### src/rtl/fetch_pc_gen_pkg.sv
// Shared types and constants for the fetch-address generator.
// Contents: FSM state enum, redirect-source enum, default increment and reset vector.
// Imported by the redirect mux, the top and the bench.
package fetch_pkg;

    typedef enum logic [1:0] {
        BOOT,
        RUN,
        IDLE
    } state_t;

    // Listed in priority order, highest first.
    typedef enum logic [1:0] {
        SRC_TRAP,
        SRC_EX,
        SRC_PRED,
        SRC_SEQ
    } src_t;

    localparam logic [31:0] FETCH_INC       = 32'd4;
    localparam logic [31:0] FETCH_RESET_VEC = 32'h0000_0000;

endpackage

### src/rtl/fetch_pc_gen_if.sv
// Bundle between the fetch-address generator and its surroundings.
// Carries the imem request channel, the IF-stage handoff, and the redirect inputs.
// master: the generator side; slave: memory / IF / EX / trap side.
interface fetch_pc_gen_if;

    // imem request channel
    logic        imem_req;
    logic [31:0] imem_addr;
    logic        imem_gnt;

    // IF-stage output and prediction input
    logic [31:0] PC_IF;
    logic        valid_out;
    logic        ready_in;
    logic        jump_pred_IF;
    logic [31:0] jump_addr_IF;

    // redirect sources
    logic        redir_EX;
    logic [31:0] redir_addr_EX;
    logic        trap_taken;
    logic [31:0] trap_addr;
    logic        halt_req;

    modport master (
        output imem_req, imem_addr, PC_IF, valid_out,
        input  imem_gnt, ready_in, jump_pred_IF, jump_addr_IF,
               redir_EX, redir_addr_EX, trap_taken, trap_addr, halt_req
    );

    modport slave (
        input  imem_req, imem_addr, PC_IF, valid_out,
        output imem_gnt, ready_in, jump_pred_IF, jump_addr_IF,
               redir_EX, redir_addr_EX, trap_taken, trap_addr, halt_req
    );

endinterface

### src/rtl/fetch_pc_gen_redirect_mux.sv
// Priority select of the next fetch address: trap > EX redirect > prediction > sequential.
// Latency: purely combinational.
// Backpressure: none; pred_take must already be qualified with the IF handoff.
module fetch_redirect_mux
    import fetch_pkg::*;
(
    input  logic        trap_taken,
    input  logic [31:0] trap_addr,
    input  logic        redir_EX,
    input  logic [31:0] redir_addr_EX,
    input  logic        pred_take,
    input  logic [31:0] jump_addr_IF,
    input  logic [31:0] seq_addr,
    output logic        redirect,
    output logic [31:0] target
);

    src_t src;

    always_comb begin
        if (trap_taken)     src = SRC_TRAP;
        else if (redir_EX)  src = SRC_EX;
        else if (pred_take) src = SRC_PRED;
        else                src = SRC_SEQ;
    end

    // Targets pass through untouched, low bits included.
    always_comb begin
        target = seq_addr;
        case (src)
            SRC_TRAP: target = trap_addr;
            SRC_EX:   target = redir_addr_EX;
            SRC_PRED: target = jump_addr_IF;
            default:  target = seq_addr;
        endcase
    end

    assign redirect = (src != SRC_SEQ);

endmodule

### src/rtl/fetch_pc_gen.sv
// Fetch-address generator: issues fetch addresses to imem and presents PC_IF to IF.
// Latency: a redirect is visible on imem_addr the next cycle; accepted address reaches PC_IF one cycle after grant.
// Backpressure: request held stable until imem_gnt (only a redirect may change it); no request while IF holds an unconsumed PC.
// Ports: clk, reset (sync, active-high), bus (fetch_pc_gen_if.master).
module fetch_pc_gen
    import fetch_pkg::*;
#(
    parameter logic [31:0] RESET_VEC = FETCH_RESET_VEC,
    parameter logic [31:0] INC       = FETCH_INC
)
(
    input  logic            clk,
    input  logic            reset,
    fetch_pc_gen_if.master  bus
);

    state_t      state;
    logic [31:0] fetch_addr;
    logic [31:0] pc_if;
    logic        valid_q;

    logic        accept;
    logic        handoff;
    logic        pred_take;
    logic        redirect;
    logic [31:0] target;
    logic        req;

    // In RUN a new fetch may go out whenever the IF slot is empty or draining now.
    always_comb begin
        req = 1'b0;
        if (state == RUN) req = !(valid_q && !bus.ready_in);
    end

    assign accept    = req && bus.imem_gnt;
    assign handoff   = valid_q && bus.ready_in;
    assign pred_take = handoff && bus.jump_pred_IF;

    fetch_redirect_mux u_mux (
        .trap_taken    (bus.trap_taken),
        .trap_addr     (bus.trap_addr),
        .redir_EX      (bus.redir_EX),
        .redir_addr_EX (bus.redir_addr_EX),
        .pred_take     (pred_take),
        .jump_addr_IF  (bus.jump_addr_IF),
        .seq_addr      (fetch_addr + INC),
        .redirect      (redirect),
        .target        (target)
    );

    always_ff @(posedge clk) begin
        if (reset) begin
            state      <= BOOT;
            fetch_addr <= RESET_VEC;
            pc_if      <= RESET_VEC;
            valid_q    <= 1'b0;
        end else begin
            case (state)
                BOOT:    state <= RUN;
                RUN:     if (!redirect && bus.halt_req) state <= IDLE;
                IDLE:    if (bus.trap_taken) state <= RUN;
                default: state <= BOOT;
            endcase

            if (redirect) begin
                // Any same-cycle accept is squashed: the fetched word is on the wrong path.
                fetch_addr <= target;
                valid_q    <= 1'b0;
            end else if (state == RUN && bus.halt_req) begin
                // Halting drops a same-cycle accept so fetch_addr resumes from the same place.
                valid_q    <= 1'b0;
            end else if (accept) begin
                pc_if      <= fetch_addr;
                valid_q    <= 1'b1;
                fetch_addr <= target;
            end else if (handoff) begin
                valid_q    <= 1'b0;
            end
        end
    end

    assign bus.imem_req  = req;
    assign bus.imem_addr = fetch_addr;
    assign bus.PC_IF     = pc_if;
    assign bus.valid_out = valid_q;

endmodule

### src/flat_wrapper.sv
// flat-port wrapper written by rule: the top's interface ports become plain ports
module fetch_pc_gen_flat import fetch_pkg::*;
#(
    parameter logic [31:0] RESET_VEC = FETCH_RESET_VEC,
    parameter logic [31:0] INC       = FETCH_INC
)
  (clk, reset, bus_imem_req, bus_imem_addr, bus_PC_IF, bus_valid_out, bus_imem_gnt, bus_ready_in, bus_jump_pred_IF, bus_jump_addr_IF, bus_redir_EX, bus_redir_addr_EX, bus_trap_taken, bus_trap_addr, bus_halt_req);
  fetch_pc_gen_if bus_i ();
  input  logic clk;
  input  logic reset;
  output wire logic [$bits(bus_i.imem_req)-1:0] bus_imem_req;
  output wire logic [$bits(bus_i.imem_addr)-1:0] bus_imem_addr;
  output wire logic [$bits(bus_i.PC_IF)-1:0] bus_PC_IF;
  output wire logic [$bits(bus_i.valid_out)-1:0] bus_valid_out;
  input wire logic [$bits(bus_i.imem_gnt)-1:0] bus_imem_gnt;
  input wire logic [$bits(bus_i.ready_in)-1:0] bus_ready_in;
  input wire logic [$bits(bus_i.jump_pred_IF)-1:0] bus_jump_pred_IF;
  input wire logic [$bits(bus_i.jump_addr_IF)-1:0] bus_jump_addr_IF;
  input wire logic [$bits(bus_i.redir_EX)-1:0] bus_redir_EX;
  input wire logic [$bits(bus_i.redir_addr_EX)-1:0] bus_redir_addr_EX;
  input wire logic [$bits(bus_i.trap_taken)-1:0] bus_trap_taken;
  input wire logic [$bits(bus_i.trap_addr)-1:0] bus_trap_addr;
  input wire logic [$bits(bus_i.halt_req)-1:0] bus_halt_req;
  assign bus_imem_req = bus_i.imem_req;
  assign bus_imem_addr = bus_i.imem_addr;
  assign bus_PC_IF = bus_i.PC_IF;
  assign bus_valid_out = bus_i.valid_out;
  assign bus_i.imem_gnt = bus_imem_gnt;
  assign bus_i.ready_in = bus_ready_in;
  assign bus_i.jump_pred_IF = bus_jump_pred_IF;
  assign bus_i.jump_addr_IF = bus_jump_addr_IF;
  assign bus_i.redir_EX = bus_redir_EX;
  assign bus_i.redir_addr_EX = bus_redir_addr_EX;
  assign bus_i.trap_taken = bus_trap_taken;
  assign bus_i.trap_addr = bus_trap_addr;
  assign bus_i.halt_req = bus_halt_req;
  fetch_pc_gen #(.RESET_VEC(RESET_VEC), .INC(INC)) u_core (.clk(clk), .reset(reset), .bus(bus_i));
endmodule
### config.mk
export PLATFORM = sky130hd
export DESIGN_NAME = fetch_pc_gen_flat
export DESIGN_NICKNAME = d
export VERILOG_FILES = /design/src/rtl/fetch_pc_gen_pkg.sv /design/src/rtl/fetch_pc_gen_if.sv /design/src/rtl/fetch_pc_gen_redirect_mux.sv /design/src/rtl/fetch_pc_gen.sv /design/src/flat_wrapper.sv
export SDC_FILE = /design/constraint.sdc
export NUM_CORES = 1
export LEC_CHECK = 0
export BUFFER_PORTS_ARGS = -buffer_cell sky130_fd_sc_hd__buf_4
export CORE_MARGIN = 4
export CORE_UTILIZATION = 48
export DETAILED_ROUTE_END_ITERATION = 16
export GPL_ROUTABILITY_DRIVEN = 0
export GPL_TIMING_DRIVEN = 1
export HOLD_SLACK_MARGIN = 0.15
export PLACE_DENSITY = 0.79
export SYNTH_ARGS = -nofsm -noshare
export SYNTH_HDL_FRONTEND = slang
export SYNTH_HIERARCHICAL = 1
export SYNTH_SLANG_ARGS = --single-unit
### constraint.sdc
create_clock -name clk -period 2.56 [get_ports clk]
set_clock_uncertainty 0.15 [all_clocks]
set_input_delay 0.384 -clock clk [delete_from_list [all_inputs] [get_ports clk]]
set_output_delay 0.384 -clock clk [all_outputs]
set_load 0.1 [all_outputs]
# Yosys cells after proc, flatten, opt, wreduce, memory -nomap -nowiden
# Cells that the tools add are included.
# totals
out_inout_bits	66
in_bits	104
reg_bits	67
word_cells	45
# classes
n_eq_ne	8
mux	13
bitwise	2
add_sub_neg	1
n_reduce_logical	17
# op_table
cell	count
$mux 32	3
$pmux 32 s3	1
$add 32x3->32 const B	1
$mux 2	4
$logic_and 1x1->1	6
$pmux 2 s3	1
$eq 2x1->1 const B	2
$eq 2x2->1 const B	2
$logic_not 2->1	2
$mux 1	4
$ne 2x1->1 const B	2
$ne 2x2->1 const B	2
$reduce_and 2->1	2
$reduce_bool 2->1	2
$logic_not 1->1	3
$reduce_and 3->1	1
$reduce_or 3->1	1
$not 1->1	2

# Logic depth before layout (Yosys ltp)
# Gate-level depths: netlist (run 1).
# depth
ltp_word	10
mapped_depth	10
mapped_depth_nobuf	9

# Modules after synthesis
# Netlist (run 1), hierarchy kept.
# by_module_without_submodules
mod	seq_area_each_um2	cells_each	area_each_um2	n_inst
fetch_pc_gen	1341.3	311	3015.4	1
fetch_redirect_mux	0.0	116	859.6	1

# Least setup slack after synthesis (run 1)
# No wires, ideal clock.
# synth_timing
kind	reg-to-reg
startpoint	register u_core.fetch_addr[11] (netlist: u_core/bus.imem_addr[11])
endpoint	register u_core.fetch_addr[21] (netlist: u_core/bus.imem_addr[21])
setup_ps	128
n_path_buf	2
period_less_slack_ps	2891
t_arrival_ps	2614
required_ps	2282
setup_slack_ps	-331
stages_incl_launch_ff	11
path_cell_list	dfxtp_1 > buf_2 > nand4_2 > nor4_4 > buf_6 > nand4_1 > xnor2_1 > o22ai_2 > a21oi_1 > mux2i_1 > nor2_1
# synth_via
elab_chain_len	5
# synth_lines
item	line_no	rtl
start, declared	fetch_pc_gen.sv:18	logic [31:0] fetch_addr;
start signal, assigned	fetch_pc_gen.sv:67	fetch_addr <= target;
start signal, assigned	fetch_pc_gen.sv:75	fetch_addr <= target;
$add 32x3->32 (*)	fetch_pc_gen.sv:46	.seq_addr (fetch_addr + INC),
$pmux 32 s3 (*)	fetch_pc_gen_redirect_mux.sv:30	case (src)
named net u_core.target[21]	fetch_pc_gen.sv:26	logic [31:0] target;
$mux 32	fetch_pc_gen.sv:72	end else if (accept) begin
$mux 32	fetch_pc_gen.sv:69	end else if (state == RUN && bus.halt_req) begin
$mux 32 (*)	fetch_pc_gen.sv:65	if (redirect) begin
# Mark *: on every way through the listed nets, which the timed path passes. The rest lies on a longest branch. The select of a mux whose other input is x is not followed.
# A chain may end at the register's enable or synchronous reset.

# Worst setup path in the final report (run 1)
# layout_timing
startpoint	register u_core.valid_q (netlist: u_core/bus.valid_out)
endpoint	register u_core.pc_if[10] (netlist: u_core/bus.PC_IF[10])
# layout_via
elab_chain_len	8
word_cells_on_any_way	12
cone_classes	eq/ne (1); mux (4); bitwise (1); reduce/logical (6)
# layout_lines
item	line_no	rtl
start, declared	fetch_pc_gen.sv:20	logic valid_q;
start signal, assigned	fetch_pc_gen.sv:56	valid_q <= 1'b0;
start signal, assigned	fetch_pc_gen.sv:68	valid_q <= 1'b0;
start signal, assigned	fetch_pc_gen.sv:71	valid_q <= 1'b0;
$logic_and 1x1->1	fetch_pc_gen.sv:36	assign handoff = valid_q && bus.ready_in;
$logic_and 1x1->1	fetch_pc_gen.sv:37	assign pred_take = handoff && bus.jump_pred_IF;
named net u_core.pred_take	fetch_pc_gen.sv:24	logic pred_take;
$mux 1	fetch_pc_gen_redirect_mux.sv:23	else if (pred_take) src = SRC_PRED;
$mux 2	fetch_pc_gen_redirect_mux.sv:22	else if (redir_EX) src = SRC_EX;
$mux 2	fetch_pc_gen_redirect_mux.sv:21	if (trap_taken) src = SRC_TRAP;
$ne 2x2->1	fetch_pc_gen_redirect_mux.sv:38	assign redirect = (src != SRC_SEQ);
named net u_core.redirect	fetch_pc_gen.sv:25	logic redirect;
$not 1->1 (no line)	n/a	
$reduce_and 3->1 (no line)	n/a	
end signal, assigned	fetch_pc_gen.sv:73	pc_if <= fetch_addr;
end, declared	fetch_pc_gen.sv:19	logic [31:0] pc_if;
# The timed path passes the listed nets, and every way through them passes these cells.

==> results of run 1 <==
-- worst min-delay path, stage by stage --
cell,delay (ns)
sky130_fd_sc_hd__buf_4,0.11
sky130_fd_sc_hd__a21oi_1,0.10
sky130_fd_sc_hd__a2111oi_0,0.07
-- cell families after synthesis --
kind of cell	synth area share, %
adder cells (fa/ha/maj)	0.323
buffers and inverters	6.04
flip-flops	34.6
AO/OA/AOI/OAI	20.1
multiplexers	16.5
AND/OR/NAND/NOR	16.0
XOR/XNOR	6.33
-- final cells by class --
type / count / area [sq um] / area share, %
Clock buffer: 9 / 124 / 2.26
Clock inverter: 7 / 116 / 2.12
Inverter: 5 / 18.8 / 0.343
Multi-Input combinational cell: 320 / 2300 / 42.1
Sequential cell: 67 / 1370 / 25.0
Tap cell: 102 / 128 / 2.33
Timing Repair Buffer: 182 / 1420 / 25.9
-- per-stage QoR --
step,instance area [sq um],cells,power [mW],utilization (%)
after detailed placement,5230,675,2.12,67.0
final,5480,692,3.16,70.2
after floorplan,3900,427,1.84,-
after global placement,5230,675,2.10,67.0
after CTS,5480,692,3.18,70.2
after global routing,5480,692,3.29,70.2
-- report_power, final --
| group | switching [mW] | internal (mW) |
|---|---|---|
| Combinational | 0.594 | 0.321 |
| Clock | 0.414 | 0.645 |
| Sequential | 0.0879 | 1.10 |
-- metal layers --
layer / up-vias / wire, um
li1: 1860 / -
met1: 1824 / 4750
met2: 156 / 5860
met3: 22 / 957
met4: 0 / 212
met5: - / 0
-- cells in the mapped netlist (6+ instances only) --
cell type	n	share of area (%)
sky130_fd_sc_hd__a21oi_1	33	4.3
sky130_fd_sc_hd__and3_1	6	0.97
sky130_fd_sc_hd__buf_2	10	1.3
sky130_fd_sc_hd__buf_6	8	2.3
sky130_fd_sc_hd__clkbuf_1	14	1.4
sky130_fd_sc_hd__dfxtp_1	67	35
sky130_fd_sc_hd__mux2i_1	64	17
sky130_fd_sc_hd__nand2_1	10	0.97
sky130_fd_sc_hd__nand3_1	11	1.4
sky130_fd_sc_hd__nand4_1	7	1.1
sky130_fd_sc_hd__nor2_1	72	7.0
sky130_fd_sc_hd__o22ai_1	35	5.7
sky130_fd_sc_hd__o22ai_2	29	9.4
sky130_fd_sc_hd__xnor2_1	21	4.7
sky130_fd_sc_hd__xor2_1	7	1.6
-- sequential cells by signal (all words and copies together), names as in the netlist --
signal and cells:
u_core/bus.valid_out 1, u_core/bus.PC_IF 32, u_core/state 2, u_core/bus.imem_addr 32
-- how the worst max path moves through the flow --
stage                               end  slack, ns  depth (start not counted)
5_1_grt             u_core/bus.PC_IF[8]       0.19                          6
4_1_cts            u_core/bus.PC_IF[31]       0.32                          6
6_report           u_core/bus.PC_IF[10]       0.32                          6
2_1_floorplan  u_core/bus.imem_addr[26]       0.01                          9
3_3_place_gp        u_core/bus.PC_IF[7]       0.14                          7
3_5_place_dp       u_core/bus.PC_IF[12]       0.10                          7
==> report_table.html, run 1 <==
<table>
<tr><th>Metric</th><th>Value</th></tr>
<tr><th colspan="2">Critical path</th></tr>
<tr><td>R2r setup slk</td><td>0.32 ns</td></tr>
<tr><td>Peak per-stage delay on the critical path</td><td>0.53 ns</td></tr>
<tr><td>Kind of critical path</td><td>flop to flop</td></tr>
<tr><td>Data arrival, critical path</td><td>2.29 ns</td></tr>
<tr><td>Master of the slowest instance on the critical path</td><td>sky130_fd_sc_hd__or3_2</td></tr>
<tr><td>Beginning of the worst register-to-register path</td><td>u_core/bus.valid_out</td></tr>
<tr><td>Depth of the worst register-to-register path</td><td>6</td></tr>
<tr><td>Critical Path, Cell by Cell</td><td>and3_1 -&gt; or3_2 -&gt; nor4_4 -&gt; buf_4 -&gt; mux2i_1 -&gt; nor2_1</td></tr>
<tr><td>CP Buf/Inv Count</td><td>1</td></tr>
<tr><td>Required @ worst endpoint</td><td>2.61 ns</td></tr>
<tr><td>Worst Setup Start Kind</td><td>flop</td></tr>
<tr><td>Crit. Startpoint</td><td>u_core/bus.valid_out</td></tr>
<tr><td>Largest driver fanout on the critical path</td><td>12</td></tr>
<tr><td>Capture point of the worst reg-to-reg path</td><td>u_core/bus.PC_IF[10]</td></tr>
<tr><td>Worst setup EP type</td><td>flop</td></tr>
<tr><td>Delay-heaviest family, CP</td><td>simple AND/OR/NAND/NOR gates</td></tr>
<tr><th colspan="2">Detailed routing</th></tr>
<tr><td>Via density per instance</td><td>5.58</td></tr>
<tr><td>Wire per inst</td><td>17.0 um</td></tr>
<tr><td>Total number of vias</td><td>3862</td></tr>
<tr><td>Iteration-0 DRC count of the detailed router</td><td>158</td></tr>
<tr><td>Final routed DRC violation total</td><td>0</td></tr>
<tr><td>Number of routed nets with antenna violations</td><td>0</td></tr>
<tr><td>Wirelength, routed</td><td>11.8 mm</td></tr>
<tr><td>DRT Pass-1 Iters</td><td>4</td></tr>
<tr><th colspan="2">Cells and area</th></tr>
<tr><td>Final nets</td><td>690</td></tr>
<tr><td>Top library cells by usage in the layout, fill and taps aside</td><td>177 x sky130_fd_sc_hd__buf_4, 71 x sky130_fd_sc_hd__nor2_1, 64 x sky130_fd_sc_hd__mux2i_1</td></tr>
<tr><td>Count of antenna diodes in the layout</td><td>0</td></tr>
<tr><td>Fill cell total of the finished layout</td><td>605</td></tr>
<tr><td>Area Overhead vs Synth</td><td>41.4%</td></tr>
<tr><td>Most common cell after layout, fill and taps aside</td><td>sky130_fd_sc_hd__buf_4</td></tr>
<tr><td>Share of post-route cells with drive strength above 1</td><td>43.4%</td></tr>
<tr><th colspan="2">Clocking</th></tr>
<tr><td>CTS tree</td><td>built</td></tr>
<tr><td>Root buffer selected by CTS</td><td>sky130_fd_sc_hd__clkbuf_8</td></tr>
<tr><td>Count of H-tree levels built during CTS</td><td>3</td></tr>
<tr><td>Clk_lat worst skew</td><td>0.34 ns</td></tr>
<tr><td>Post-CTS clock slew at the launch and capture registers of the worst setup and hold paths</td><td>0.08 ns</td></tr>
<tr><td>Count of buffers added by post-CTS timing repair for setup</td><td>0</td></tr>
<tr><td>Post-CTS resize count</td><td>0</td></tr>
<tr><td>Total of hold buffers inserted after clock tree synthesis</td><td>1</td></tr>
<tr><td>Clk sinks</td><td>67</td></tr>
<tr><td>Number of clock buffers inserted by TritonCTS</td><td>9</td></tr>
<tr><td>Clock tree buffer depth</td><td>2</td></tr>
<tr><th colspan="2">Yosys</th></tr>
<tr><td>Avg Inst Size Synth</td><td>9.07 sq um</td></tr>
<tr><td>Distinct cell type count after synthesis</td><td>33</td></tr>
<tr><td>Synth Net Count</td><td>532</td></tr>
<tr><td>Cells after synthesis</td><td>427</td></tr>
<tr><td>Seq cells post-synth</td><td>67</td></tr>
<tr><td>Number of synthesized flops with an enable pin</td><td>0</td></tr>
<tr><td>Count of synthesis-stage warnings from yosys</td><td>6</td></tr>
<tr><td>Top flip-flop cell by instance count after synthesis</td><td>sky130_fd_sc_hd__dfxtp_1</td></tr>
<tr><td>Cell Area, Synth</td><td>0.00387 sq mm</td></tr>
<tr><td>Register area share after synthesis</td><td>34.6%</td></tr>
<tr><td>Post-synthesis async set-or-reset flop share</td><td>0%</td></tr>
<tr><th colspan="2">Die</th></tr>
<tr><td>Die span in y</td><td>97.9 um</td></tr>
<tr><td>Die W</td><td>97.9 um</td></tr>
<tr><td>Site row count</td><td>32</td></tr>
<tr><td>DIE AREA</td><td>0.00957 sq mm</td></tr>
<tr><td>Core ar.</td><td>0.00781 sq mm</td></tr>
<tr><td>Count of pins on the block boundary</td><td>170</td></tr>
<tr><td>Starting density of the core</td><td>49.6%</td></tr>
<tr><th colspan="2">STA</th></tr>
<tr><td>Maximum clock frequency</td><td>447 MHz</td></tr>
<tr><td>Post-route worst setup slack</td><td>0.321 ns</td></tr>
<tr><td>Final cycle utilization of the critical path</td><td>87.5%</td></tr>
<tr><td>Final setup fails</td><td>0</td></tr>
<tr><td>Sum Neg Setup Slack</td><td>0 ns</td></tr>
<tr><td>Number of endpoints with negative hold slack in the final report</td><td>0</td></tr>
<tr><td>Count of final max-slew check failures</td><td>0</td></tr>
<tr><td>Fin crit period</td><td>2.24 ns</td></tr>
<tr><td>Worst Max-Slew Pin Slew</td><td>0.706 ns</td></tr>
<tr><td>Relative max-transition margin</td><td>52.9%</td></tr>
<tr><td>Worst hold slack after final layout</td><td>0.232 ns</td></tr>
<tr><td>Unrepaired setup endpoints after global routing</td><td>no</td></tr>
<tr><th colspan="2">Global route</th></tr>
<tr><td>Grt ovf</td><td>0</td></tr>
<tr><td>Wire length of the first global-routing pass</td><td>18.8 mm</td></tr>
<tr><td>Global-route met3 utilization</td><td>6.36%</td></tr>
<tr><td>Vias in the first global route</td><td>3926</td></tr>
<tr><td>Antenna violations before repair</td><td>0</td></tr>
<tr><td>Global routing usage on met1</td><td>28.1%</td></tr>
<tr><td>Busiest grt layer</td><td>met2</td></tr>
<tr><td>Total routing usage reported by global routing</td><td>23.5%</td></tr>
<tr><td>Met2 capacity usage during global routing</td><td>40.8%</td></tr>
<tr><td>Maximum number of pins on one net before global-route repair</td><td>68</td></tr>
<tr><th colspan="2">Placed design</th></tr>
<tr><td>Final HPWL from detailed placement</td><td>8.54 mm</td></tr>
<tr><td>Post-Place Setup Slack</td><td>0.105 ns</td></tr>
<tr><td>Count of port buffers added during placement</td><td>169</td></tr>
<tr><th colspan="2">Power and ir drop</th></tr>
<tr><td>Peak ir drop on the vdd network</td><td>420 uV</td></tr>
<tr><td>Power density over the cells</td><td>577 mW/mm^2</td></tr>
<tr><td>Leakage power of the design</td><td>2.35 nW</td></tr>
<tr><th colspan="2">Hold path</th></tr>
<tr><td>Hold Crit Start</td><td>bus_imem_gnt</td></tr>
<tr><td>Terminating pin of the worst hold path</td><td>u_core/bus.valid_out</td></tr>
<tr><td>Cell depth of the worst min-delay path</td><td>3</td></tr>
<tr><td>Worst min path class</td><td>input pin to flop</td></tr>
<tr><th colspan="2">Flow run</th></tr>
<tr><td>Max-cap check violation count</td><td>0</td></tr>
<tr><th colspan="2">Run status</th></tr>
<tr><td>Result of the run</td><td>complete, no violations</td></tr>
</table>
Note: power is estimated with default switching activity, not from simulation.
==> run 2: changes to the inputs <==
--- a/config.mk
+++ b/config.mk
@@ -5,14 +5,15 @@
 export SDC_FILE = /design/constraint.sdc
 export NUM_CORES = 1
 export LEC_CHECK = 0
-export BUFFER_PORTS_ARGS = -buffer_cell sky130_fd_sc_hd__buf_4
 export CORE_MARGIN = 4
-export CORE_UTILIZATION = 48
+export CORE_UTILIZATION = 55
 export DETAILED_ROUTE_END_ITERATION = 16
+export DONT_BUFFER_PORTS = 1
 export GPL_ROUTABILITY_DRIVEN = 0
 export GPL_TIMING_DRIVEN = 1
 export HOLD_SLACK_MARGIN = 0.15
-export PLACE_DENSITY = 0.79
+export PLACE_DENSITY = 0.68
+export SKIP_LAST_GASP = 1
 export SYNTH_ARGS = -nofsm -noshare
 export SYNTH_HDL_FRONTEND = slang
 export SYNTH_HIERARCHICAL = 1
==> run 2 against run 1 <==
Critical path depth shrank 1. Via count shrank 12%. Global-route usage grew 1.5 points.
==> report_table.html, run 2 (synthesis results as in run 1) <==
<table>
<tr><th>Metric</th><th>Value</th></tr>
<tr><th colspan="2">Global route</th></tr>
<tr><td>Wire length of the first global-routing pass</td><td>16.9 mm (-10%)</td></tr>
<tr><td>Grt ovf</td><td>0 (unchanged)</td></tr>
<tr><td>Busiest grt layer</td><td>met2</td></tr>
<tr><td>Maximum number of pins on one net before global-route repair</td><td>68 (unchanged)</td></tr>
<tr><td>Antenna violations before repair</td><td>0 (unchanged)</td></tr>
<tr><td>Global-route met3 utilization</td><td>6.56% (+0.21 points)</td></tr>
<tr><td>Met2 capacity usage during global routing</td><td>43.4% (+2.6 points)</td></tr>
<tr><td>Total routing usage reported by global routing</td><td>25.0% (+1.5 points)</td></tr>
<tr><td>Vias in the first global route</td><td>3421 (-13%)</td></tr>
<tr><td>Global routing usage on met1</td><td>30.1% (+2.1 points)</td></tr>
<tr><th colspan="2">Cells and area</th></tr>
<tr><td>Top library cells by usage in the layout, fill and taps aside</td><td>75 x sky130_fd_sc_hd__buf_4, 71 x sky130_fd_sc_hd__nor2_1, 64 x sky130_fd_sc_hd__mux2i_1</td></tr>
<tr><td>Final nets</td><td>590 (-14%)</td></tr>
<tr><td>Area Overhead vs Synth</td><td>21.4%</td></tr>
<tr><td>Util after Layout</td><td>68.9% (-1.3 points)</td></tr>
<tr><td>Share of post-route cells with drive strength above 1</td><td>31.4% (-12 points)</td></tr>
<tr><td>Count of antenna diodes in the layout</td><td>0 (unchanged)</td></tr>
<tr><td>Most common cell after layout, fill and taps aside</td><td>sky130_fd_sc_hd__buf_4</td></tr>
<tr><th colspan="2">Detailed routing</th></tr>
<tr><td>Wirelength, routed</td><td>10.8 mm (-8.1%)</td></tr>
<tr><td>Number of routed nets with antenna violations</td><td>0 (unchanged)</td></tr>
<tr><td>Final routed DRC violation total</td><td>0 (unchanged)</td></tr>
<tr><td>Total number of vias</td><td>3414 (-12%)</td></tr>
<tr><td>Wire per inst</td><td>18.5 um (+8.6%)</td></tr>
<tr><td>Via density per instance</td><td>5.83 (+4.4%)</td></tr>
<tr><td>DRT Pass-1 Iters</td><td>4 (unchanged)</td></tr>
<tr><td>Iteration-0 DRC count of the detailed router</td><td>129 (-18%)</td></tr>
<tr><th colspan="2">Critical path</th></tr>
<tr><td>Data arrival, critical path</td><td>2.56 ns (+0.27 ns)</td></tr>
<tr><td>Largest driver fanout on the critical path</td><td>17 (+5)</td></tr>
<tr><td>Depth of the worst register-to-register path</td><td>5 (-1)</td></tr>
<tr><td>Worst Setup Start Kind</td><td>flop</td></tr>
<tr><td>Peak per-stage delay on the critical path</td><td>0.59 ns (+0.06 ns)</td></tr>
<tr><td>Crit. Startpoint</td><td>u_core/bus.valid_out</td></tr>
<tr><td>Kind of critical path</td><td>flop to flop</td></tr>
<tr><td>Termination of the worst setup path</td><td>u_core/bus.valid_out</td></tr>
<tr><td>Required @ worst endpoint</td><td>2.69 ns (+0.08 ns)</td></tr>
<tr><td>R2r setup slk</td><td>0.13 ns (-0.19 ns)</td></tr>
<tr><td>Beginning of the worst register-to-register path</td><td>u_core/bus.valid_out</td></tr>
<tr><td>Capture point of the worst reg-to-reg path</td><td>u_core/bus.valid_out</td></tr>
<tr><td>Master of the slowest instance on the critical path</td><td>sky130_fd_sc_hd__dlygate4sd3_1</td></tr>
<tr><td>Delay-heaviest family, CP</td><td>buffers and inverters</td></tr>
<tr><td>Worst setup EP type</td><td>flop</td></tr>
<tr><td>CP Buf/Inv Count</td><td>2 (+1)</td></tr>
<tr><td>Total number of cells along the worst setup path</td><td>5 (-1)</td></tr>
<tr><td>Critical Path, Cell by Cell</td><td>and3_1 -&gt; or3_2 -&gt; buf_4 -&gt; a2111oi_0 -&gt; dlygate4sd3_1</td></tr>
<tr><th colspan="2">Die</th></tr>
<tr><td>Count of pins on the block boundary</td><td>170 (unchanged)</td></tr>
<tr><td>Site row count</td><td>30 (-6.3%)</td></tr>
<tr><td>Die span in y</td><td>91.9 um (-6.0%)</td></tr>
<tr><td>DIE AREA</td><td>0.00845 sq mm (-12%)</td></tr>
<tr><td>Core ar.</td><td>0.00683 sq mm (-13%)</td></tr>
<tr><td>Starting density of the core</td><td>56.7% (+7.1 points)</td></tr>
<tr><td>Die W</td><td>91.9 um (-6.0%)</td></tr>
<tr><th colspan="2">Clocking</th></tr>
<tr><td>Count of buffers added by post-CTS timing repair for setup</td><td>0 (unchanged)</td></tr>
<tr><td>Count of H-tree levels built during CTS</td><td>3 (unchanged)</td></tr>
<tr><td>Clk sinks</td><td>67 (unchanged)</td></tr>
<tr><td>Number of clock buffers inserted by TritonCTS</td><td>9 (unchanged)</td></tr>
<tr><td>CTS tree</td><td>built</td></tr>
<tr><td>Root buffer selected by CTS</td><td>sky130_fd_sc_hd__clkbuf_8</td></tr>
<tr><td>Clock tree buffer depth</td><td>2 (unchanged)</td></tr>
<tr><td>Post-CTS clock slew at the launch and capture registers of the worst setup and hold paths</td><td>0.07 ns (about the same)</td></tr>
<tr><td>Clk_lat worst skew</td><td>0.34 ns (about the same)</td></tr>
<tr><th colspan="2">STA</th></tr>
<tr><td>Sum Neg Setup Slack</td><td>0 ns (unchanged)</td></tr>
<tr><td>Unrepaired setup endpoints after global routing</td><td>no</td></tr>
<tr><td>Worst Max-Slew Pin Slew</td><td>0.590 ns (-0.116 ns)</td></tr>
<tr><td>Final cycle utilization of the critical path</td><td>94.9% (+7.5 points)</td></tr>
<tr><td>Number of endpoints with negative hold slack in the final report</td><td>0 (unchanged)</td></tr>
<tr><td>Fin crit period</td><td>2.43 ns (+0.191 ns)</td></tr>
<tr><td>Maximum clock frequency</td><td>411 MHz (-7.9%)</td></tr>
<tr><td>Relative max-transition margin</td><td>60.7% (+7.7 points)</td></tr>
<tr><td>Count of final max-slew check failures</td><td>0 (unchanged)</td></tr>
<tr><td>Final setup fails</td><td>0 (unchanged)</td></tr>
<tr><th colspan="2">Power and ir drop</th></tr>
<tr><td>Power density over the cells</td><td>612 mW/mm^2 (+6.0%)</td></tr>
<tr><td>Peak ir drop on the vdd network</td><td>425 uV (+1.1%)</td></tr>
<tr><td>Leakage power of the design</td><td>1.86 nW (-21%)</td></tr>
<tr><th colspan="2">Placed design</th></tr>
<tr><td>Final HPWL from detailed placement</td><td>7.91 mm (-7.4%)</td></tr>
<tr><td>Count of port buffers added during placement</td><td>0 (-100%)</td></tr>
<tr><th colspan="2">Run status</th></tr>
<tr><td>Result of the run</td><td>complete, no violations</td></tr>
<tr><th colspan="2">Flow run</th></tr>
<tr><td>Max-cap check violation count</td><td>0 (unchanged)</td></tr>
<tr><th colspan="2">Hold path</th></tr>
<tr><td>Worst min path class</td><td>input pin to flop</td></tr>
</table>
run 2: routing by layer:
layer,part of all wire (%),wire length [um]
met4,1.1,123
met2,50,5440
met1,41,4460
met5,0,0
met3,7.4,802
run 2: final cells by class:
cell class	instances	area (sq um)
tap	96	120
fill	578	2130
clock inverter	5	62.6
clock buffer	11	141
inverter	5	18.8
multi-input combinational	320	2300
timing repair buffer	82	691
sequential	67	1370
run 2: worst min path at each step:
stage	endpoint	slack (ns)	cells after the start	start
finish	u_core/state[1]	0.22	3	bus_trap_taken
global route	u_core/state[0]	0.25	3	bus_trap_taken
CTS	u_core/state[1]	0.20	3	bus_trap_taken
detailed placement	u_core/bus.imem_addr[13]	0.31	1	reset
global placement	u_core/bus.imem_addr[13]	0.31	1	reset
floorplan	u_core/bus.valid_out	0.34	1	bus_halt_req
run 2: per-stage QoR:
stage          power [mW]  cell area (sq um)  cells  worst slack, ns  hold slack [ns]
5_1_grt              3.00               4710    586           0.0783            0.245
6_report             2.88               4710    586            0.129            0.221
2_1_floorplan        1.84               3900    427           0.0137            0.341
4_1_cts              2.90               4710    586            0.157            0.205
3_3_place_gp         1.97               4450    567            0.261            0.306
3_5_place_dp         1.98               4450    567            0.229            0.312
run 2: power by group:
part           leakage, nW  internal [mW]  switching [mW]  total [mW]
Sequential           0.555           1.10          0.0296        1.13
Combinational         1.21          0.230           0.620       0.851
Clock               0.0957          0.480           0.420       0.900
run 2: repair_timing:
action	4_1_cts	5_1_grt
hold buffers	3	0
hold endpoints to repair	67	0
resized for setup	0	0
run 2: tightest hold or removal path, stage by stage:
cell and delay [ns]:
sky130_fd_sc_hd__nor2b_1 0.04, sky130_fd_sc_hd__a22oi_1 0.18, sky130_fd_sc_hd__nor2_1 0.05
==> run 3: changes to the inputs <==
--- a/config.mk
+++ b/config.mk
@@ -5,6 +5,8 @@
 export SDC_FILE = /design/constraint.sdc
 export NUM_CORES = 1
 export LEC_CHECK = 0
+export ABC_AREA = 1
+export CORE_ASPECT_RATIO = 0.75
 export CORE_MARGIN = 4
 export CORE_UTILIZATION = 55
 export DETAILED_ROUTE_END_ITERATION = 16
==> run 3 against run 2 <==
Count of clock-buffer cells in the layout decreased by 2. Area after synthesis up 19%. First-iteration DRC count rose to 4.4 times the previous value. Cell area up 17%. Critical path depth increased by 4. Core utilization decreased by 0.34 points. Sequential cell count did not move. Largest power group unchanged.
==> report_table.html, run 3 <==
<table>
<tr><th>Metric</th><th>Value</th></tr>
<tr><th colspan="2">Critical path</th></tr>
<tr><td>Kind of critical path</td><td>flop to flop</td></tr>
<tr><td>Required @ worst endpoint</td><td>2.66 ns (-0.03 ns)</td></tr>
<tr><td>Worst setup EP type</td><td>flop</td></tr>
<tr><td>CP Buf/Inv Count</td><td>4 (+2)</td></tr>
<tr><td>Critical Path, Cell by Cell</td><td>nand2_1 -&gt; nor2_1 -&gt; nor2_8 -&gt; inv_1 -&gt; clkinv_1 -&gt; buf_4 -&gt; nand3_1 -&gt; a21oi_1 -&gt; dlygate4sd3_1</td></tr>
<tr><td>Crit. Startpoint</td><td>u_core/bus.valid_out</td></tr>
<tr><td>Data arrival, critical path</td><td>2.40 ns (-0.16 ns)</td></tr>
<tr><td>Peak per-stage delay on the critical path</td><td>0.58 ns (about the same)</td></tr>
<tr><td>Depth of the worst register-to-register path</td><td>9 (+4)</td></tr>
<tr><td>Beginning of the worst register-to-register path</td><td>u_core/bus.valid_out</td></tr>
<tr><td>Largest driver fanout on the critical path</td><td>34 (+17)</td></tr>
<tr><td>Worst Setup Start Kind</td><td>flop</td></tr>
<tr><td>Delay-heaviest family, CP</td><td>buffers and inverters</td></tr>
<tr><td>Capture point of the worst reg-to-reg path</td><td>u_core/bus.valid_out</td></tr>
<tr><td>Master of the slowest instance on the critical path</td><td>sky130_fd_sc_hd__dlygate4sd3_1</td></tr>
<tr><td>R2r setup slk</td><td>0.26 ns (+0.13 ns)</td></tr>
<tr><th colspan="2">Global route</th></tr>
<tr><td>Antenna violations before repair</td><td>0 (unchanged)</td></tr>
<tr><td>Wire length of the first global-routing pass</td><td>24.5 mm (+45%)</td></tr>
<tr><td>Vias in the first global route</td><td>4850 (+42%)</td></tr>
<tr><td>Grt ovf</td><td>0 (unchanged)</td></tr>
<tr><td>Maximum number of pins on one net before global-route repair</td><td>43 (-37%)</td></tr>
<tr><td>Total routing usage reported by global routing</td><td>31.2% (+6.2 points)</td></tr>
<tr><th colspan="2">Hold path</th></tr>
<tr><td>Cell depth of the worst min-delay path</td><td>4 (+1)</td></tr>
<tr><td>Hold Crit Start</td><td>bus_jump_addr_IF[6]</td></tr>
<tr><td>Worst min path class</td><td>input pin to flop</td></tr>
<tr><td>Terminating pin of the worst hold path</td><td>u_core/bus.imem_addr[6]</td></tr>
<tr><th colspan="2">Run status</th></tr>
<tr><td>Result of the run</td><td>complete, no violations</td></tr>
<tr><th colspan="2">Detailed routing</th></tr>
<tr><td>Wire per inst</td><td>16.0 um (-14%)</td></tr>
<tr><td>Final routed DRC violation total</td><td>0 (unchanged)</td></tr>
<tr><td>Wirelength, routed</td><td>15.6 mm (+44%)</td></tr>
<tr><td>DRT Pass-1 Iters</td><td>5 (+1)</td></tr>
<tr><td>Total number of vias</td><td>5262 (+54%)</td></tr>
<tr><td>Number of routed nets with antenna violations</td><td>0 (unchanged)</td></tr>
<tr><td>Via density per instance</td><td>5.40 (-7.3%)</td></tr>
<tr><td>Iteration-0 DRC count of the detailed router</td><td>573 (+340%)</td></tr>
<tr><th colspan="2">Clocking</th></tr>
<tr><td>Post-CTS clock slew at the launch and capture registers of the worst setup and hold paths</td><td>0.08 ns (about the same)</td></tr>
<tr><td>Root buffer selected by CTS</td><td>sky130_fd_sc_hd__clkbuf_8</td></tr>
<tr><td>Clk sinks</td><td>67 (unchanged)</td></tr>
<tr><td>Clk_lat worst skew</td><td>0.36 ns (+0.02 ns)</td></tr>
<tr><td>CTS tree</td><td>built</td></tr>
<tr><td>Number of clock buffers inserted by TritonCTS</td><td>9 (unchanged)</td></tr>
<tr><td>Count of H-tree levels built during CTS</td><td>3 (unchanged)</td></tr>
<tr><td>Clock tree buffer depth</td><td>2 (unchanged)</td></tr>
<tr><td>Count of buffers added by post-CTS timing repair for setup</td><td>0 (unchanged)</td></tr>
<tr><th colspan="2">Cells and area</th></tr>
<tr><td>Count of antenna diodes in the layout</td><td>0 (unchanged)</td></tr>
<tr><td>Most common cell after layout, fill and taps aside</td><td>sky130_fd_sc_hd__nand2_1</td></tr>
<tr><td>Top library cells by usage in the layout, fill and taps aside</td><td>299 x sky130_fd_sc_hd__nand2_1, 175 x sky130_fd_sc_hd__nor2_1, 88 x sky130_fd_sc_hd__nand3_1</td></tr>
<tr><td>Share of post-route cells with drive strength above 1</td><td>12.5% (-19 points)</td></tr>
<tr><td>Final nets</td><td>969 (+64%)</td></tr>
<tr><td>Area Overhead vs Synth</td><td>19.3%</td></tr>
<tr><th colspan="2">STA</th></tr>
<tr><td>Sum Neg Setup Slack</td><td>0 ns (unchanged)</td></tr>
<tr><td>Count of final max-slew check failures</td><td>0 (unchanged)</td></tr>
<tr><td>Worst Max-Slew Pin Slew</td><td>0.741 ns (+0.151 ns)</td></tr>
<tr><td>Fin crit period</td><td>2.30 ns (-0.131 ns)</td></tr>
<tr><td>Relative max-transition margin</td><td>50.5% (-10 points)</td></tr>
<tr><td>Final cycle utilization of the critical path</td><td>89.8% (-5.1 points)</td></tr>
<tr><td>Number of endpoints with negative hold slack in the final report</td><td>0 (unchanged)</td></tr>
<tr><td>Unrepaired setup endpoints after global routing</td><td>no</td></tr>
<tr><td>Final setup fails</td><td>0 (unchanged)</td></tr>
<tr><td>Maximum clock frequency</td><td>435 MHz (+5.7%)</td></tr>
<tr><th colspan="2">Power and ir drop</th></tr>
<tr><td>Peak ir drop on the vdd network</td><td>310 uV (-27%)</td></tr>
<tr><td>Overall power</td><td>3.12 mW (+8.4%)</td></tr>
<tr><td>Leakage power of the design</td><td>2.54 nW (+36%)</td></tr>
<tr><td>Power density over the cells</td><td>568 mW/mm^2 (-7.2%)</td></tr>
<tr><th colspan="2">Die</th></tr>
<tr><td>Count of pins on the block boundary</td><td>170 (unchanged)</td></tr>
<tr><td>DIE AREA</td><td>0.00992 sq mm (+17%)</td></tr>
<tr><td>Die W</td><td>114 um (+24%)</td></tr>
<tr><td>Die span in y</td><td>87.3 um (-5.1%)</td></tr>
<tr><td>Starting density of the core</td><td>57.4% (+0.72 points)</td></tr>
<tr><td>Site row count</td><td>28 (-6.7%)</td></tr>
<tr><td>Core ar.</td><td>0.00802 sq mm (+17%)</td></tr>
<tr><th colspan="2">Yosys</th></tr>
<tr><td>Ranking of synthesized cells by area</td><td>sky130_fd_sc_hd__dfxtp_1 29%, sky130_fd_sc_hd__nand2_1 24%, sky130_fd_sc_hd__nor2_1 14%</td></tr>
<tr><td>Commonest cells in the netlist</td><td>299 x sky130_fd_sc_hd__nand2_1, 175 x sky130_fd_sc_hd__nor2_1, 88 x sky130_fd_sc_hd__nand3_1, 67 x sky130_fd_sc_hd__dfxtp_1, 49 x sky130_fd_sc_hd__inv_1</td></tr>
<tr><td>Count of synthesis-stage warnings from yosys</td><td>6 (unchanged)</td></tr>
<tr><td>Portion of synthesized cell area occupied by the leading cell type</td><td>29.1% (-5.5 points)</td></tr>
<tr><td>Avg Inst Size Synth</td><td>5.82 sq um (-36%)</td></tr>
<tr><td>Synth Net Count</td><td>897 (+69%)</td></tr>
<tr><td>Number of synthesized flops with an enable pin</td><td>0 (unchanged)</td></tr>
<tr><td>Top flip-flop cell by instance count after synthesis</td><td>sky130_fd_sc_hd__dfxtp_1</td></tr>
<tr><td>Post-synthesis async set-or-reset flop share</td><td>0% (unchanged)</td></tr>
<tr><td>Cell type with the largest total area after synthesis</td><td>sky130_fd_sc_hd__dfxtp_1</td></tr>
<tr><td>Distinct cell type count after synthesis</td><td>28 (-15%)</td></tr>
<tr><td>Seq cells post-synth</td><td>67 (unchanged)</td></tr>
<tr><td>Register area share after synthesis</td><td>29.1% (-5.5 points)</td></tr>
<tr><td>Cell Area, Synth</td><td>0.00461 sq mm (+19%)</td></tr>
<tr><td>Most common cell in the synthesized netlist</td><td>sky130_fd_sc_hd__nand2_1</td></tr>
<tr><td>Cells after synthesis</td><td>792 (+85%)</td></tr>
<tr><th colspan="2">Placed design</th></tr>
<tr><td>Count of port buffers added during placement</td><td>0 (unchanged)</td></tr>
<tr><td>Final HPWL from detailed placement</td><td>11.6 mm (+47%)</td></tr>
<tr><th colspan="2">Flow run</th></tr>
<tr><td>Max-cap check violation count</td><td>0 (unchanged)</td></tr>
</table>
## run 3: changes by cell type after synthesis, sizes merged, moves of 31 or more
cell   before  now
nor2       73  183
inv         5   53
mux2i      64    0
a21oi      33    2
o22ai      64    0
nand2      10  301
nand3      11   90
## run 3: kinds of logic (layout without fill, tap and decap cells)
| family | after synthesis | in the layout | share of synthesized area, % |
|---|---|---|---|
| and+or+nand+nor | 611 | 611 | 56.9 |
| xor gates and xnor gates | 15 | 15 | 2.85 |
| DFF | 67 | 67 | 29.1 |
| AOI/OAI and AO/OA | 7 | 7 | 0.760 |
| buffers and inverters | 91 | 168 | 10.2 |
| adders and majority gates | 1 | 1 | 0.271 |
## run 3: per-layer routing
layer | share of wire, % | vias up | track usage, %
met5 | 0 | - | 0
met2 | 41 | 287 | 46.9
li1 | - | 2590 | -
met4 | 2.0 | 0 | 7.53
met1 | 46 | 2351 | 44.7
met3 | 11 | 34 | 7.92
## run 3: worst max path at each step
stage                                     endpoint  cells after the start
final                         u_core/bus.valid_out                      9
after global routing          u_core/bus.valid_out                      9
after CTS                     u_core/bus.valid_out                      9
after detailed placement   u_core/bus.imem_addr[4]                     11
after global placement         u_core/bus.PC_IF[3]                     11
after floorplan           u_core/bus.imem_addr[22]                     12
## run 3: power by group
group          total (mW)  switching [mW]  internal, mW
clock               0.923           0.469         0.455
combinational        1.04           0.787         0.249
sequential           1.16          0.0573          1.11
## run 3: area by class of cell
type                       count  area, sq um
sequential                    67         1340
inverter                      54          210
fill                         741         2520
tap                          105          131
clock inverter                 7         73.8
multi-input combinational    634         2800
timing repair buffer          98          818
clock buffer                   9          124
## run 3: worst reg2reg max path, cell delays in order (launching register included)
cell and delay [ns]:
sky130_fd_sc_hd__dfxtp_1 0.36, sky130_fd_sc_hd__nand2_1 0.06, sky130_fd_sc_hd__nor2_1 0.31, sky130_fd_sc_hd__nor2_8 0.06, sky130_fd_sc_hd__inv_1 0.11, sky130_fd_sc_hd__clkinv_1 0.10
sky130_fd_sc_hd__buf_4 0.26, sky130_fd_sc_hd__nand3_1 0.15, sky130_fd_sc_hd__a21oi_1 0.06, sky130_fd_sc_hd__dlygate4sd3_1 0.58
## run 3: per-stage QoR
stage / worst slack [ns] / cell area, sq um / hold WS, ns / utilization [%] / std cells
finish: 0.260 / 5500 / 0.150 / 68.5 / 974
global route: 0.137 / 5500 / 0.174 / 68.5 / 974
CTS: 0.314 / 5500 / 0.151 / 68.5 / 974
detailed placement: 0.489 / 5070 / 0.307 / 63.2 / 935
global placement: 0.530 / 5070 / 0.304 / 63.2 / 935
floorplan: 0.00706 / 4610 / 0.303 / - / 792
## run 3: timing repair
| action | CTS | global route |
|---|---|---|
| hold buffers | 23 | 0 |
| gates resized for setup | 0 | 0 |
| endpoints found under the hold margin | 21 | 0 |
